===== config.mk =====
export PLATFORM = sky130hd
export DESIGN_NAME = multicycle_alu_flat
export DESIGN_NICKNAME = d
export VERILOG_FILES = /design/src/rtl/multicycle_alu_if.sv /design/src/rtl/multicycle_alu.sv /design/src/flat_wrapper.sv
export SDC_FILE = /design/constraint.sdc
export NUM_CORES = 1
export LEC_CHECK = 0
export ABC_AREA = 1
export CORE_AREA = 2 2 117 119
export DETAILED_ROUTE_END_ITERATION = 6
export DIE_AREA = 0 0 119 121
export MAX_ROUTING_LAYER = met4
export PLACE_DENSITY = 0.88
export SLEW_MARGIN = 30
export SYNTH_ARGS = -nofsm -noshare
export SYNTH_HDL_FRONTEND = slang
export SYNTH_SLANG_ARGS = --single-unit

===== constraint.sdc =====
create_clock -name clk_i -period 4.4 [get_ports clk_i]
set_input_delay 0.66 -clock clk_i [delete_from_list [all_inputs] [get_ports clk_i]]
set_output_delay 0.66 -clock clk_i [all_outputs]
set_load 0.05 [all_outputs]

===== src/rtl/multicycle_alu_if.sv =====
// Request/response bundle for multicycle_alu: operand request handshake plus result handshake.
// Member names are seen from the ALU side, so the ALU uses the slave modport.
interface multicycle_alu_if #(
  parameter int unsigned WIDTH = 32
);
  logic             valid_i;
  logic             ready_o;
  logic [WIDTH-1:0] data1_i;
  logic [WIDTH-1:0] data2_i;
  logic [2:0]       ALUCtrl_i;
  logic             valid_o;
  logic             ready_i;
  logic [WIDTH-1:0] data_o;
  logic             zero_o;
  logic             ovf_o;

  modport master (
    output valid_i, data1_i, data2_i, ALUCtrl_i, ready_i,
    input  ready_o, valid_o, data_o, zero_o, ovf_o
  );

  modport slave (
    input  valid_i, data1_i, data2_i, ALUCtrl_i, ready_i,
    output ready_o, valid_o, data_o, zero_o, ovf_o
  );
endinterface


===== src/rtl/multicycle_alu.sv =====
// Handshaked ALU: single-cycle add/sub/logic/slt, optional WIDTH-step shift-add multiply.
// Define MULTICYCLE_ALU_MUL_EN to build the multiplier; otherwise opcode 2 returns 0 in one cycle.
module multicycle_alu #(
  parameter int unsigned WIDTH = 32
) (
  input logic           clk_i,
  input logic           rst_i,
  multicycle_alu_if.slave bus
);
  localparam int unsigned CntW = $clog2(WIDTH + 1);

  localparam logic [2:0] OpAdd = 3'd0;
  localparam logic [2:0] OpSub = 3'd1;
  localparam logic [2:0] OpMul = 3'd2;
  localparam logic [2:0] OpAnd = 3'd3;
  localparam logic [2:0] OpOr  = 3'd4;
  localparam logic [2:0] OpXor = 3'd5;
  localparam logic [2:0] OpSlt = 3'd6;

  typedef enum logic [1:0] {StIdle, StBusy, StDone} state_e;

  state_e           state_q, state_d;
  logic [WIDTH-1:0] data_q, data_d;
  logic             zero_q, zero_d;
  logic             ovf_q, ovf_d;
  logic [CntW-1:0]  cnt_q, cnt_d;

  logic [WIDTH-1:0] op_a, op_b;
  logic [WIDTH-1:0] sum, diff;
  logic [WIDTH-1:0] res;
  logic             res_ovf;

  assign op_a = bus.data1_i;
  assign op_b = bus.data2_i;
  assign sum  = op_a + op_b;
  assign diff = op_a - op_b;

  // Single-cycle result, evaluated straight from the request inputs at acceptance.
  always_comb begin
    res     = '0;
    res_ovf = 1'b0;
    case (bus.ALUCtrl_i)
      OpAdd: begin
        res     = sum;
        res_ovf = (op_a[WIDTH-1] == op_b[WIDTH-1]) && (sum[WIDTH-1] != op_a[WIDTH-1]);
      end
      OpSub: begin
        res     = diff;
        res_ovf = (op_a[WIDTH-1] != op_b[WIDTH-1]) && (diff[WIDTH-1] != op_a[WIDTH-1]);
      end
      OpMul: res = '0;
      OpAnd: res = op_a & op_b;
      OpOr:  res = op_a | op_b;
      OpXor: res = op_a ^ op_b;
      OpSlt: res = {{(WIDTH-1){1'b0}}, ($signed(op_a) < $signed(op_b))};
      default: res = '0;
    endcase
  end

`ifdef MULTICYCLE_ALU_MUL_EN
  logic [WIDTH-1:0] mcand_q, mcand_d;
  logic [WIDTH-1:0] mplier_q, mplier_d;
  logic [WIDTH-1:0] acc_q, acc_d;
  logic [WIDTH-1:0] acc_step;
  logic             last_step;

  // Bits shifted past the top of mcand drop out, giving the product mod 2^WIDTH.
  assign acc_step  = mplier_q[0] ? (acc_q + mcand_q) : acc_q;
  assign last_step = (cnt_q == CntW'(WIDTH - 1));
`endif

  always_comb begin
    state_d = state_q;
    data_d  = data_q;
    zero_d  = zero_q;
    ovf_d   = ovf_q;
    cnt_d   = cnt_q;
`ifdef MULTICYCLE_ALU_MUL_EN
    mcand_d  = mcand_q;
    mplier_d = mplier_q;
    acc_d    = acc_q;
`endif
    unique case (state_q)
      StIdle: begin
        if (bus.valid_i) begin
`ifdef MULTICYCLE_ALU_MUL_EN
          if (bus.ALUCtrl_i == OpMul) begin
            state_d  = StBusy;
            mcand_d  = op_a;
            mplier_d = op_b;
            acc_d    = '0;
            cnt_d    = '0;
          end else begin
            state_d = StDone;
            data_d  = res;
            zero_d  = (res == '0);
            ovf_d   = res_ovf;
          end
`else
          state_d = StDone;
          data_d  = res;
          zero_d  = (res == '0);
          ovf_d   = res_ovf;
`endif
        end
      end
      StBusy: begin
`ifdef MULTICYCLE_ALU_MUL_EN
        acc_d    = acc_step;
        mcand_d  = mcand_q << 1;
        mplier_d = mplier_q >> 1;
        if (last_step) begin
          state_d = StDone;
          data_d  = acc_step;
          zero_d  = (acc_step == '0);
          ovf_d   = 1'b0;
          cnt_d   = '0;
        end else begin
          cnt_d = cnt_q + CntW'(1);
        end
`else
        state_d = StIdle;
`endif
      end
      StDone: begin
        if (bus.ready_i) begin
          state_d = StIdle;
        end
      end
      default: state_d = StIdle;
    endcase
  end

  always_ff @(posedge clk_i) begin
    if (rst_i) begin
      state_q <= StIdle;
      data_q  <= '0;
      zero_q  <= 1'b1;
      ovf_q   <= 1'b0;
      cnt_q   <= '0;
    end else begin
      state_q <= state_d;
      data_q  <= data_d;
      zero_q  <= zero_d;
      ovf_q   <= ovf_d;
      cnt_q   <= cnt_d;
    end
  end

`ifdef MULTICYCLE_ALU_MUL_EN
  always_ff @(posedge clk_i) begin
    if (rst_i) begin
      mcand_q  <= '0;
      mplier_q <= '0;
      acc_q    <= '0;
    end else begin
      mcand_q  <= mcand_d;
      mplier_q <= mplier_d;
      acc_q    <= acc_d;
    end
  end
`endif

  assign bus.ready_o = (state_q == StIdle);
  assign bus.valid_o = (state_q == StDone);
  assign bus.data_o  = data_q;
  assign bus.zero_o  = zero_q;
  assign bus.ovf_o   = ovf_q;
endmodule

===== src/flat_wrapper.sv =====
// flat-port wrapper written by rule: the top's interface ports become plain ports
module multicycle_alu_flat 
#(
  parameter int unsigned WIDTH = 32
)
  (clk_i, rst_i, bus_valid_i, bus_data1_i, bus_data2_i, bus_ALUCtrl_i, bus_ready_i, bus_ready_o, bus_valid_o, bus_data_o, bus_zero_o, bus_ovf_o);
  multicycle_alu_if #(.WIDTH(WIDTH)) bus_i ();
  input logic clk_i;
  input logic rst_i;
  input wire logic [$bits(bus_i.valid_i)-1:0] bus_valid_i;
  input wire logic [$bits(bus_i.data1_i)-1:0] bus_data1_i;
  input wire logic [$bits(bus_i.data2_i)-1:0] bus_data2_i;
  input wire logic [$bits(bus_i.ALUCtrl_i)-1:0] bus_ALUCtrl_i;
  input wire logic [$bits(bus_i.ready_i)-1:0] bus_ready_i;
  output wire logic [$bits(bus_i.ready_o)-1:0] bus_ready_o;
  output wire logic [$bits(bus_i.valid_o)-1:0] bus_valid_o;
  output wire logic [$bits(bus_i.data_o)-1:0] bus_data_o;
  output wire logic [$bits(bus_i.zero_o)-1:0] bus_zero_o;
  output wire logic [$bits(bus_i.ovf_o)-1:0] bus_ovf_o;
  assign bus_i.valid_i = bus_valid_i;
  assign bus_i.data1_i = bus_data1_i;
  assign bus_i.data2_i = bus_data2_i;
  assign bus_i.ALUCtrl_i = bus_ALUCtrl_i;
  assign bus_i.ready_i = bus_ready_i;
  assign bus_ready_o = bus_i.ready_o;
  assign bus_valid_o = bus_i.valid_o;
  assign bus_data_o = bus_i.data_o;
  assign bus_zero_o = bus_i.zero_o;
  assign bus_ovf_o = bus_i.ovf_o;
  multicycle_alu #(.WIDTH(WIDTH)) u_core (.clk_i(clk_i), .rst_i(rst_i), .bus(bus_i));
endmodule

# [Yosys cells after proc, flatten, opt, wreduce, memory -nomap -nowiden]
# Index checks and enable logic that the tools add are counted.
[word_totals] word_cells=34 in_bits=71 ff_bits=36
[classes] n_addsub=2 n_reduce_logical=7 n_lt_le_gt_ge=1 n_bitwise=3 n_mux=5 eq_ne=12
[ops] operator="$pmux W32 S6" n=1
[ops] operator="$add A32 B32 Y32" n=1
[ops] operator="$and A32 B32 Y32" n=1
[ops] operator="$logic_not A32 Y1" n=1
[ops] operator="$lt A32 B32 Y1" n=1
[ops] operator="$or A32 B32 Y32" n=1
[ops] operator="$sub A32 B32 Y32" n=1
[ops] operator="$xor A32 B32 Y32" n=1
[ops] operator="$eq A3 B3 Y1 const B" n=3
[ops] operator="$mux W2" n=2
[ops] operator="$ne A2 B2 Y1 const B" n=2
[ops] operator="$pmux W2 S2" n=1
[ops] operator="$reduce_and A2 Y1" n=2
[ops] operator="$eq A3 B1 Y1 const B" n=1
[ops] operator="$eq A3 B2 Y1 const B" n=1
[ops] operator="$logic_not A3 Y1" n=1
[ops] operator="$ne A1 B1 Y1" n=3
[ops] operator="$eq A2 B2 Y1 const B" n=1
[ops] operator="$logic_and A1 B1 Y1" n=2
[ops] operator="$logic_not A2 Y1" n=1
[ops] operator="$pmux W1 S2" n=1
[ops] operator="$eq A1 B1 Y1" n=1

# [Depth between registers and ports, before layout]
# Gate-level depths: netlist of the first run.
[logic_depth] depth_word=4 mapped_depth=22

# [Worst setup path before layout of the first run]
# No wires, ideal clock.
[synth_timing] path_type="input-to-reg" start="input port bus_data2_i[0]" end="register u_core.zero_q, in the netlist u_core.bus.zero_o" arrival_time_ps=2471 path_slack_ps=1869 setup_ps=60 path_stages=20 n_path_buf=0 path_cell_list="ha_1 > inv_1 > fa_1 > inv_1 > nand3_1 > nand2_1 > nand2_1 > nand2_1 > nand2_1 > nand2_1 > nand2_1 > nand2_1 > nand2_1 > nand3_1 > nand2_1 > nor2_1 > nand2_1 > nor2_1 > nand3_1 > nand2_1"
[synth_between] elab_chain_len=3 elab_cells_between_ends=8
[synth_rtl] element="start: declaration" line_no="flat_wrapper.sv:12" rtl="input wire logic [$bits(bus_i.data2_i)-1:0] bus_data2_i;"
[synth_rtl] element="$sub A32 B32 Y32 (tied with other cells)" line_no="multicycle_alu.sv:36" rtl="assign diff = op_a - op_b;"
[synth_rtl] element="$pmux W32 S6 (*)" line_no="multicycle_alu.sv:42" rtl="case (bus.ALUCtrl_i)"
[synth_rtl] element="$logic_not A32 Y1 (*)" line_no="multicycle_alu.sv:102" rtl="zero_d = (res == '0);"
[synth_rtl] element="end signal: assignment" line_no="multicycle_alu.sv:144" rtl="zero_q <= zero_d;"
[synth_rtl] element="end: declaration" line_no="multicycle_alu.sv:24" rtl="logic zero_q, zero_d;"
# Every way passes the cells marked *; elsewhere a longest branch is shown, timed or not.
# A chain may end at the register's enable or synchronous reset.

# [Final worst setup path of the first run]
# Ends and elaborated chain as after synthesis.

==> out/qor.csv, run 1 <==
metric,value,unit
result of the run,completed,
input/output buffers,106,
final antenna diode count,0,
# Post-CTS Setup Buffers,0,
clk root buf,sky130_fd_sc_hd__clkbuf_16,
"Top FF cell, synth",sky130_fd_sc_hd__dfxtp_1,
Layout area overhead,14.7,%
net total in the final layout,1787,
Wirelength per Cell,15.9,um
Final Skew,2.73,ps
Most common cell on crit path,sky130_fd_sc_hd__nand2_1,
delay of the slowest cell on the worst path,520,ps
synthesized flop and latch total,35,
max-cap violation count,0,
reg-to-reg startpoint,u_core.state_q[1]$_SDFFE_PP0P_,
area share of the leading cell type in the synthesized netlist,21.2,%
cell area reported after detailed placement,9160,um^2
syn_nets,1716,
sinks on the clock net,35,
routability cong.,1.12,
Slew Limit Headroom,41.3,%
Post-synth EDFFs,0,
leading cell types by total area after synthesis,"sky130_fd_sc_hd__nand2_1 21%, sky130_fd_sc_hd__ha_1 16%, sky130_fd_sc_hd__inv_1 14%",
aggregate global routing overflow,0,
count of TritonRoute iterations in the first routing pass,7,
Total Negative Setup Slacks,0,ps
total power after layout,1.86,mW
min Tclk post-route,3510,ps
final core utilization,71.1,%
async set-reset flop share out of synthesis,0,%
RSZ-0062 raised after global routing,no,
internal power,0.926,mW
peak fanout along the critical path,4,
final period utilization,79.7,%
Tightest Hold Check Type,reg2reg,
Finish-stage setup viols,0,
Crit. End Element,flip-flop,
net switching fraction of the power,50.1,%
Post-Layout Inst Area,9300,um^2
Slew Limit Fails,0,
all-layer global routing usage,40.1,%
top achievable clock speed,285,MHz
"delay-heaviest family, CP",simple AND/OR/NAND/NOR gates,
maximum buffer depth of the clock tree,2,
post-synthesis cell type with the largest combined area,sky130_fd_sc_hd__nand2_1,
combinational share of power,62.5,%
pin count of the biggest net entering global routing,42,
# IOs,107,
antenna violations before repair,0,
floorplan die height,121,um
register share of total power,19.5,%
most frequent cell after synthesis,sky130_fd_sc_hd__nand2_1,
post-DP HPWL,23.7,mm
number of global-route vias before repair,9223,
Placement Rows,42,
Setup WS post-layout,891,ps
Die X,119,um
Final Routed Wirelength,28.5,mm
global-route wire length before repair,45.0,mm
quantity of hold-fixing buffers added after cts,0,
Final Hold Fails,0,
CP bufs+invs,3,
"antenna viol nets, final",0,
maximum ir drop on the vdd rail,0.000164,V
critical path arrival,3730,ps
cell at the slowest stage of the critical path,sky130_fd_sc_hd__clkdlybuf4s50_1,
start point of the worst hold path,u_core.bus.data_o[15]$_SDFFE_PP0P_,
Worst-Margin Slew,878,ps
startpoint-to-endpoint class of the critical path,in2reg,
detailed-route DRC error count,0,
clock-pin slew on the worst setup and hold paths,50,ps
CTS buffer count,5,
clock latency of the later-clocked register in the worst-skew pair,280,ps
share of cells above drive strength 1,3.35,%
clock tree from TritonCTS,done,
starting utilization of the core area,62.0,%
post-synth cell types,41,
Netlist Area Pre-Place,8110,um^2
Synth top cells by count,"458 x sky130_fd_sc_hd__nand2_1, 303 x sky130_fd_sc_hd__inv_1, 177 x sky130_fd_sc_hd__nor2_1",
Leak,5.40,nW
P_sw,0.930,mW
setup slack at placement,748,ps
Avg Inst Size Synth,5.27,um^2
Via-to-Cell Ratio,5.60,
synthesized instance count,1539,
maximum level of the CTS H-tree,2,
Power Density,199,nW/um^2
number of violations reported at the end of detailed-routing iteration 0,1409,
required time reported for the critical path endpoint,4620,ps
clock power share,18.1,%
via total after detailed routing,10000,
warning count from the yosys run,0,
cells along the critical path,"clkdlybuf4s50_1, ha_1, inv_1, fa_1, inv_1, nand3_1, nand2_1, nand2_1, nand2_1, nand2_1, nand2_1, nand2_1, nand2_1, nand2_1, nand3_1, nand3_1, nor2_1, nand2_1, nor2_1, nand3_1, nand2_1",
Critical Path Start Type,primary input,
Die ar.,14400,um^2
number of gates resized after CTS,0,
fraction of the yosys area taken by sequential cells,8.64,%
core footprint,13100,um^2
launch point of the critical path,bus_data2_i[0],
-- stage by stage --
step | cells | hold WS [ps]
global placement | 1779 | 478
finish | 1787 | 507
floorplan | 1539 | 753
global route | 1787 | 539
detailed placement | 1779 | 480
CTS | 1787 | 505
-- cells by family after synthesis --
group | Yosys count | share of synthesized area [%]
flip-flops | 35 | 8.64
AND/OR/NAND/NOR | 854 | 44.1
adder cells (fa/ha/maj) | 106 | 16.5
buffers and inverters | 369 | 18.4
XOR/XNOR | 3 | 0.324
AO/OA/AOI/OAI | 172 | 12.0
-- metal layers --
metal	global-route usage, %	wire (um)	up-vias
li1	-	-	4902
met4	16.7	1280	0
met3	7.61	3520	91
met1	51.9	11600	4402
met5	-	0	-
met2	61.5	12100	614
-- layout by cell type, fill, tap and decap left out, types with 3 or more instances in the layout --
| cell type | count |
|---|---|
| sky130_fd_sc_hd__nand2_2 | 6 |
| sky130_fd_sc_hd__nand3_1 | 164 |
| sky130_fd_sc_hd__nor2_1 | 176 |
| sky130_fd_sc_hd__buf_4 | 8 |
| sky130_fd_sc_hd__nor2_2 | 10 |
| sky130_fd_sc_hd__clkbuf_16 | 5 |
| sky130_fd_sc_hd__o211ai_1 | 6 |
| sky130_fd_sc_hd__nor3_1 | 8 |
| sky130_fd_sc_hd__o21bai_1 | 12 |
| sky130_fd_sc_hd__o22ai_1 | 27 |
| sky130_fd_sc_hd__dfxtp_1 | 35 |
| sky130_fd_sc_hd__clkdlybuf4s50_1 | 106 |
| sky130_fd_sc_hd__a31oi_1 | 6 |
| sky130_fd_sc_hd__nand4_1 | 16 |
| sky130_fd_sc_hd__and2_1 | 3 |
| sky130_fd_sc_hd__o21ai_0 | 40 |
| sky130_fd_sc_hd__nand2_1 | 458 |
| sky130_fd_sc_hd__nand3b_1 | 3 |
| sky130_fd_sc_hd__inv_1 | 303 |
| sky130_fd_sc_hd__a21oi_1 | 75 |
| sky130_fd_sc_hd__ha_1 | 104 |
| sky130_fd_sc_hd__inv_2 | 13 |
-- power by group through the flow --
stage               Clock [mW]  Combinational [mW]  Sequential [mW]
detailed placement           0                1.12            0.367
global placement             0                1.10            0.367
global route             0.349                1.26            0.364
finish                   0.335                1.16            0.361
floorplan                    0               0.671            0.463
CTS                      0.333                1.12            0.361
-- flip-flops by register name, indices dropped and copies added, names as in the netlist --
| signal | count |
|---|---|
| u_core.bus.data_o | 32 |
| u_core.bus.ovf_o | 1 |
| u_core.bus.zero_o | 1 |
| u_core.state_q | 1 |
-- final timing paths --
check / endpoint / slack (ps) / depth (start not counted)
setup / recovery: u_core.bus.zero_o$_SDFFE_PP1P_ / 890 / 21
setup reg to reg: u_core.bus.data_o[24]$_SDFFE_PP0P_ / 2360 / 8
hold reg to reg: u_core.bus.data_o[15]$_SDFFE_PP0P_ / 510 / 2
hold / removal: u_core.bus.data_o[15]$_SDFFE_PP0P_ / 510 / 2
-- final cells by class --
cell class / count / area, um^2
Clock buffer: 6 / 129
Clock inverter: 2 / 12.5
Multi-Input combinational cell: 1135 / 5920
Fill cell: 1175 / 3780
Timing Repair Buffer: 114 / 1120
Sequential cell: 35 / 701
Tap cell: 176 / 220
Inverter: 319 / 1200
-- tightest hold or removal path, delay by kind of cell, from the launching register on --
kind / cells / cell delay [ps]
flops: 1 / 330
compound gates: 1 / 100
buf+inv: 1 / 50
No activity file was read; power rests on OpenSTA's default activity.
==> inputs of run 2 (changes only) <==
Settings changed: CORE_AREA 2 2 117 119 to 2 2 127 129, DIE_AREA 0 0 119 121 to 0 0 129 131, PLACE_DENSITY 0.88 to 0.79.
Clock period 4.4 ns to 2.9 ns, I/O delays scaled along.
==> run 2 against run 1 <==
The run now ends with design-rule violations left. Clock skew shrank 0.64 ps. Power is 88% higher. Global-route usage decreased by 1.6 points. Sequential power increased by 52%. Clock power increased by 55%. Worst hold slack got worse by 19 ps. Core utilization is 7.3 points higher. Register-to-register slack worse by 1200 ps. Combinational power increased by 110%.
==> out/qor.csv, run 2 (synthesis results as in run 1) <==
metric,value,unit
result of the run,"finished, violations left",
violated checks,design-rule violations,
floorplan die height,131,um
# IOs,107,
Final Hold Fails,0,
final period utilization,97.0,%
Power Density,285,nW/um^2
maximum level of the CTS H-tree,2,
final antenna diode count,0,
cell depth of the worst min-delay path,2,
via total after detailed routing,11500,
Leak,6.91,nW
core footprint,15600,um^2
startpoint-to-endpoint class of the critical path,in2reg,
"antenna viol nets, final",0,
Slew Limit Headroom,60.1,%
"most common cell after layout, fill and taps aside",sky130_fd_sc_hd__nand2_1,
Post-Layout Inst Area,12200,um^2
Final Routed Wirelength,33.6,mm
clk root buf,sky130_fd_sc_hd__clkbuf_16,
aggregate global routing overflow,0,
number of violations reported at the end of detailed-routing iteration 0,1200,
Via-to-Cell Ratio,5.43,
Slew Limit Fails,0,
critical path arrival,3040,ps
most frequent cells in the layout,"425 x sky130_fd_sc_hd__nand2_1, 296 x sky130_fd_sc_hd__inv_1, 286 x sky130_fd_sc_hd__buf_4",
Placement Rows,46,
destination of the worst register-to-register timing path,u_core.bus.data_o[4]$_SDFFE_PP0P_,
start point of the worst hold path,u_core.bus.zero_o$_SDFFE_PP1P_,
RSZ-0062 raised after global routing,yes,
Tightest Hold Check Type,reg2reg,
min Tclk post-route,2810,ps
Final Skew,2.09,ps
number of global-route vias before repair,10400,
starting utilization of the core area,52.0,%
worst r2r path cells,8,
Worst-Margin Slew,598,ps
cell area reported after detailed placement,11400,um^2
final core utilization,78.4,%
post-DP HPWL,27.5,mm
input/output buffers,106,
maximum ir drop on the vdd rail,0.000371,V
all-layer global routing usage,38.5,%
pin count of the biggest net entering global routing,25,
antenna violations before repair,0,
maximum buffer depth of the clock tree,2,
clock latency of the later-clocked register in the worst-skew pair,270,ps
routability cong.,1.11,
max-cap violation count,0,
Wirelength per Cell,15.9,um
CTS buffer count,5,
top achievable clock speed,355,MHz
required time reported for the critical path endpoint,3120,ps
peak fanout along the critical path,8,
Die ar.,16900,um^2
Die X,129,um
number of flip-flops under the largest register name,32,
setup slack of the most critical reg-to-reg path,1130,ps
net total in the final layout,2075,
count of TritonRoute iterations in the first routing pass,7,
Crit. End Element,flip-flop,
detailed-route DRC error count,5,
Hold Worst Slack,488,ps
share of cells above drive strength 1,24.8,%
Finish-stage setup viols,0,
Critical Path Start Type,primary input,
total power after layout,3.48,mW
clock-pin slew on the worst setup and hold paths,50,ps
clock tree from TritonCTS,done,
reg-to-reg startpoint,u_core.state_q[1]$_SDFFE_PP0P_,
sinks on the clock net,35,
global-route wire length before repair,49.9,mm
Layout area overhead,50.8,%
endpoint with the worst hold slack,u_core.bus.zero_o$_SDFFE_PP1P_,
-- run 2: area by class of cell --
| type | instances | area, um^2 |
|---|---|---|
| clock inverter | 1 | 5.00 |
| clock buffer | 6 | 139 |
| sequential | 35 | 701 |
| multi-input combinational | 1135 | 6550 |
| tap | 216 | 270 |
| inverter | 319 | 1200 |
| timing repair buffer | 402 | 3370 |
| fill | 1254 | 3370 |
-- run 2: power by group --
part	total (mW)	internal, mW	leakage (nW)	switching [mW]
Combinational	2.41	1.02	6.55	1.40
Clock	0.519	0.335	0.0727	0.185
Sequential	0.548	0.525	0.290	0.0232
Total	3.48	1.88	6.91	1.60
-- run 2: routing by layer --
layer / track usage, % / wire, um / share of wire [%]
met1: 49.7 / 13200 / 39
met5: - / 0 / 0
met2: 62.5 / 14900 / 44
met3: 4.80 / 3860 / 11
met4: 13.1 / 1570 / 4.7
-- run 2: per-stage QoR --
stage | setup TNS (ps) | cells | setup slack (ps)
2_1_floorplan | 0 | 1539 | 594
4_1_cts | 0 | 2106 | 0.800
6_report | 0 | 2114 | 86.3
5_1_grt | -145 | 2114 | -89.8
3_5_place_dp | -3920 | 2099 | -341
3_3_place_gp | -2930 | 2099 | -306
-- run 2: worst max-delay path by stage --
stage / from / endpoint / slack, ps
after global placement: bus_data2_i[9] / u_core.bus.zero_o$_SDFFE_PP1P_ / -310
final: bus_data1_i[6] / u_core.bus.zero_o$_SDFFE_PP1P_ / 90
after CTS: bus_data1_i[0] / u_core.bus.zero_o$_SDFFE_PP1P_ / 0.8
after floorplan: bus_data2_i[0] / u_core.bus.zero_o$_SDFFE_PP1P_ / 590
after global routing: bus_data1_i[1] / u_core.bus.zero_o$_SDFFE_PP1P_ / -90
after detailed placement: bus_data1_i[0] / u_core.bus.zero_o$_SDFFE_PP1P_ / -340
-- run 2: worst max-delay path: stages --
cell                              delay (ps)
sky130_fd_sc_hd__clkdlybuf4s50_1         510
sky130_fd_sc_hd__inv_1                   100
sky130_fd_sc_hd__ha_4                    330
sky130_fd_sc_hd__nand2_2                  70
sky130_fd_sc_hd__buf_4                   150
sky130_fd_sc_hd__inv_1                    90
sky130_fd_sc_hd__a21oi_2                  60
sky130_fd_sc_hd__buf_4                   160
sky130_fd_sc_hd__nand2_1                 110
sky130_fd_sc_hd__nand2_2                  80
sky130_fd_sc_hd__nand2_2                 100
sky130_fd_sc_hd__nand2_1                  70
sky130_fd_sc_hd__nand2_1                  60
sky130_fd_sc_hd__nand2_1                  50
sky130_fd_sc_hd__nand3_1                  70
sky130_fd_sc_hd__nand3_2                 100
sky130_fd_sc_hd__nor2_1                  160
sky130_fd_sc_hd__nand2_1                  70
sky130_fd_sc_hd__nor2_1                  110
sky130_fd_sc_hd__nand3_1                  80
sky130_fd_sc_hd__nand2_1                  50
-- run 2: timing repair --
action                     in CTS  in global routing
hold endpoints to repair        0                  0
setup endpoints to repair       2                 23
pin swaps                       0                 27
gates resized for setup         8                159
buffers inserted                0                  8
gates cloned                    0                  0
hold buffers                    0                  0
==> inputs of run 3 (changes only) <==
Settings changed: CELL_PAD_IN_SITES_DETAIL_PLACEMENT set to 1, CELL_PAD_IN_SITES_GLOBAL_PLACEMENT set to 1, CORE_AREA 2 2 127 129 to 2 2 150 152, DIE_AREA 0 0 129 131 to 0 0 152 154, PLACE_DENSITY 0.79 to not set, PLACE_DENSITY_LB_ADDON set to 0.1, SLEW_MARGIN 30 to not set.
Clock period 2.9 ns to 3.2 ns, I/O delays scaled along.
==> run 3 against run 2 <==
The flow now finishes without violations. Die area rose by 39%. Core utilization fell by 25 points. Critical endpoint is now u_core.bus.data_o[30]$_SDFFE_PP0P_. Clock power rose by 10%. Worst hold slack improved by 25 ps. Wire length rose by 16%. Critical path depth fell by 6. Cell area fell by 4.6%. Critical path type unchanged. Non-clock buffer count fell by 47.
==> out/qor.csv, run 3 (synthesis results as in run 1) <==
metric,value,unit
top achievable clock speed,330,MHz
detailed-route DRC error count,0,
clock tree from TritonCTS,done,
maximum level of the CTS H-tree,2,
critical path arrival,3190,ps
global-route wire length before repair,60.2,mm
combinational share of power,66.3,%
quantity of hold-fixing buffers added after cts,0,
fill cell total of the finished layout,3118,
input/output buffers,106,
number of global-route vias before repair,11400,
Slew Limit Fails,0,
met2 WL,18.1,mm
Critical Path Start Type,primary input,
share of cells above drive strength 1,19.1,%
required time reported for the critical path endpoint,3360,ps
setup slack at placement,-306,ps
pin count of the biggest net entering global routing,30,
Leak,6.65,nW
number of violations reported at the end of detailed-routing iteration 0,665,
# Post-CTS Setup Buffers,0,
Die X,152,um
result of the run,completed,
all-layer global routing usage,33.1,%
sinks on the clock net,35,
most frequent cells in the layout,"453 x sky130_fd_sc_hd__nand2_1, 301 x sky130_fd_sc_hd__inv_1, 244 x sky130_fd_sc_hd__buf_4",
Final Routed Wirelength,38.9,mm
Slew Limit Headroom,60.7,%
P_sw,1.48,mW
highest routed metal layer,met4,
CTS buffer count,5,
via total after detailed routing,11100,
cell depth of the worst min-delay path,2,
antenna violations before repair,0,
"most common cell after layout, fill and taps aside",sky130_fd_sc_hd__nand2_1,
startpoint-to-endpoint class of the critical path,in2reg,
core footprint,21700,um^2
clk root buf,sky130_fd_sc_hd__clkbuf_16,
worst r2r path cells,8,
number of flip-flops under the largest register name,32,
final antenna diode count,0,
clock power share,18.0,%
register share of total power,15.7,%
clock-pin slew on the worst setup and hold paths,60,ps
aggregate global routing overflow,0,
area of the multi-input gates,6250,um^2
peak fanout along the critical path,7,
sequential standard cell area,701,um^2
starting utilization of the core area,37.4,%
min Tclk post-route,3030,ps
Layout area overhead,43.9,%
final instance count without filler cells,2132,
maximum ir drop on the vdd rail,0.000229,V
final period utilization,94.7,%
Placement Rows,54,
Via-to-Cell Ratio,5.20,
"antenna viol nets, final",0,
post-DP HPWL,33.2,mm
# IOs,107,
internal power,1.70,mW
Worst-Margin Slew,587,ps
net total in the final layout,2028,
placed cell count,2124,
floorplan die height,154,um
Final Hold Fails,0,
Wirelength per Cell,18.2,um
Setup WS post-layout,171,ps
clock latency of the later-clocked register in the worst-skew pair,280,ps
met3 routed WL,1.74,mm
Die ar.,23400,um^2
maximum buffer depth of the clock tree,2,
Tightest Hold Check Type,reg2reg,
count of TritonRoute iterations in the first routing pass,5,
Total Negative Setup Slacks,0,ps
Hold Worst Slack,513,ps
max-cap violation count,0,
routability cong.,1.02,
Finish-stage setup viols,0,
Crit. End Element,flip-flop,
Final Skew,7.57,ps
net switching fraction of the power,46.6,%
Power Density,272,nW/um^2
routed metal-1 wire length,17.5,mm
==> run 3: through the flow <==
stage	power (mW)	utilization, %	area, um^2
4_1_cts	3.08	52.3	11300
6_report	3.18	53.8	11700
5_1_grt	3.38	53.8	11700
2_1_floorplan	1.56	-	8110
3_3_place_gp	2.44	51.5	11200
3_5_place_dp	2.50	51.5	11200
==> run 3: path summary, 6_finish.rpt <==
path | from | to | slack (ps)
max reg2reg | u_core.state_q[1]$_SDFFE_PP0P_ | u_core.bus.data_o[30]$_SDFFE_PP0P_ | 1390
min | u_core.bus.data_o[9]$_SDFFE_PP0P_ | u_core.bus.data_o[9]$_SDFFE_PP0P_ | 510
max | bus_data2_i[29] | u_core.bus.data_o[30]$_SDFFE_PP0P_ | 170
min reg2reg | u_core.bus.data_o[9]$_SDFFE_PP0P_ | u_core.bus.data_o[9]$_SDFFE_PP0P_ | 510
==> run 3: repair_timing <==
action,CTS,global route
pin swaps,0,6
resized for setup,2,72
setup endpoints to repair,1,13
==> run 3: cell type report <==
class | instances | area share [%]
clock inverters | 2 | 0.300
flip-flops and latches | 35 | 6.00
repair buffers | 355 | 25.7
well taps | 280 | 3.00
multi-input cells | 1135 | 53.5
clock buffers | 6 | 1.19
inverters | 319 | 10.3
==> run 3: layer usage <==
layer  up-vias  global-route usage, %
li1       5377                      -
met1      5300                   42.4
met2       337                   55.1
met3        83                   2.40
met4         0                   11.6
met5         -                      -
==> run 3: critical path, cell delays in order <==
cell and delay [ps]:
sky130_fd_sc_hd__clkdlybuf4s50_1 510, sky130_fd_sc_hd__inv_1 80, sky130_fd_sc_hd__ha_1 390, sky130_fd_sc_hd__nor2_1 370, sky130_fd_sc_hd__nand2_1 170, sky130_fd_sc_hd__nor2_1 160
sky130_fd_sc_hd__and2_1 140, sky130_fd_sc_hd__nand2_1 150, sky130_fd_sc_hd__nand2_1 120, sky130_fd_sc_hd__nand2_1 60, sky130_fd_sc_hd__nand3_1 60, sky130_fd_sc_hd__nand3_1 80
sky130_fd_sc_hd__buf_4 140, sky130_fd_sc_hd__o21ai_0 190, sky130_fd_sc_hd__inv_1 70
==> run 3: power by group through the flow <==
| stage | Sequential, mW | Clock [mW] | Combinational (mW) |
|---|---|---|---|
| after floorplan | 0.636 | 0 | 0.923 |
| after global placement | 0.505 | 0 | 1.93 |
| after detailed placement | 0.507 | 0 | 1.99 |
| after CTS | 0.498 | 0.578 | 2.00 |
| after global routing | 0.503 | 0.591 | 2.29 |
| final | 0.498 | 0.571 | 2.11 |
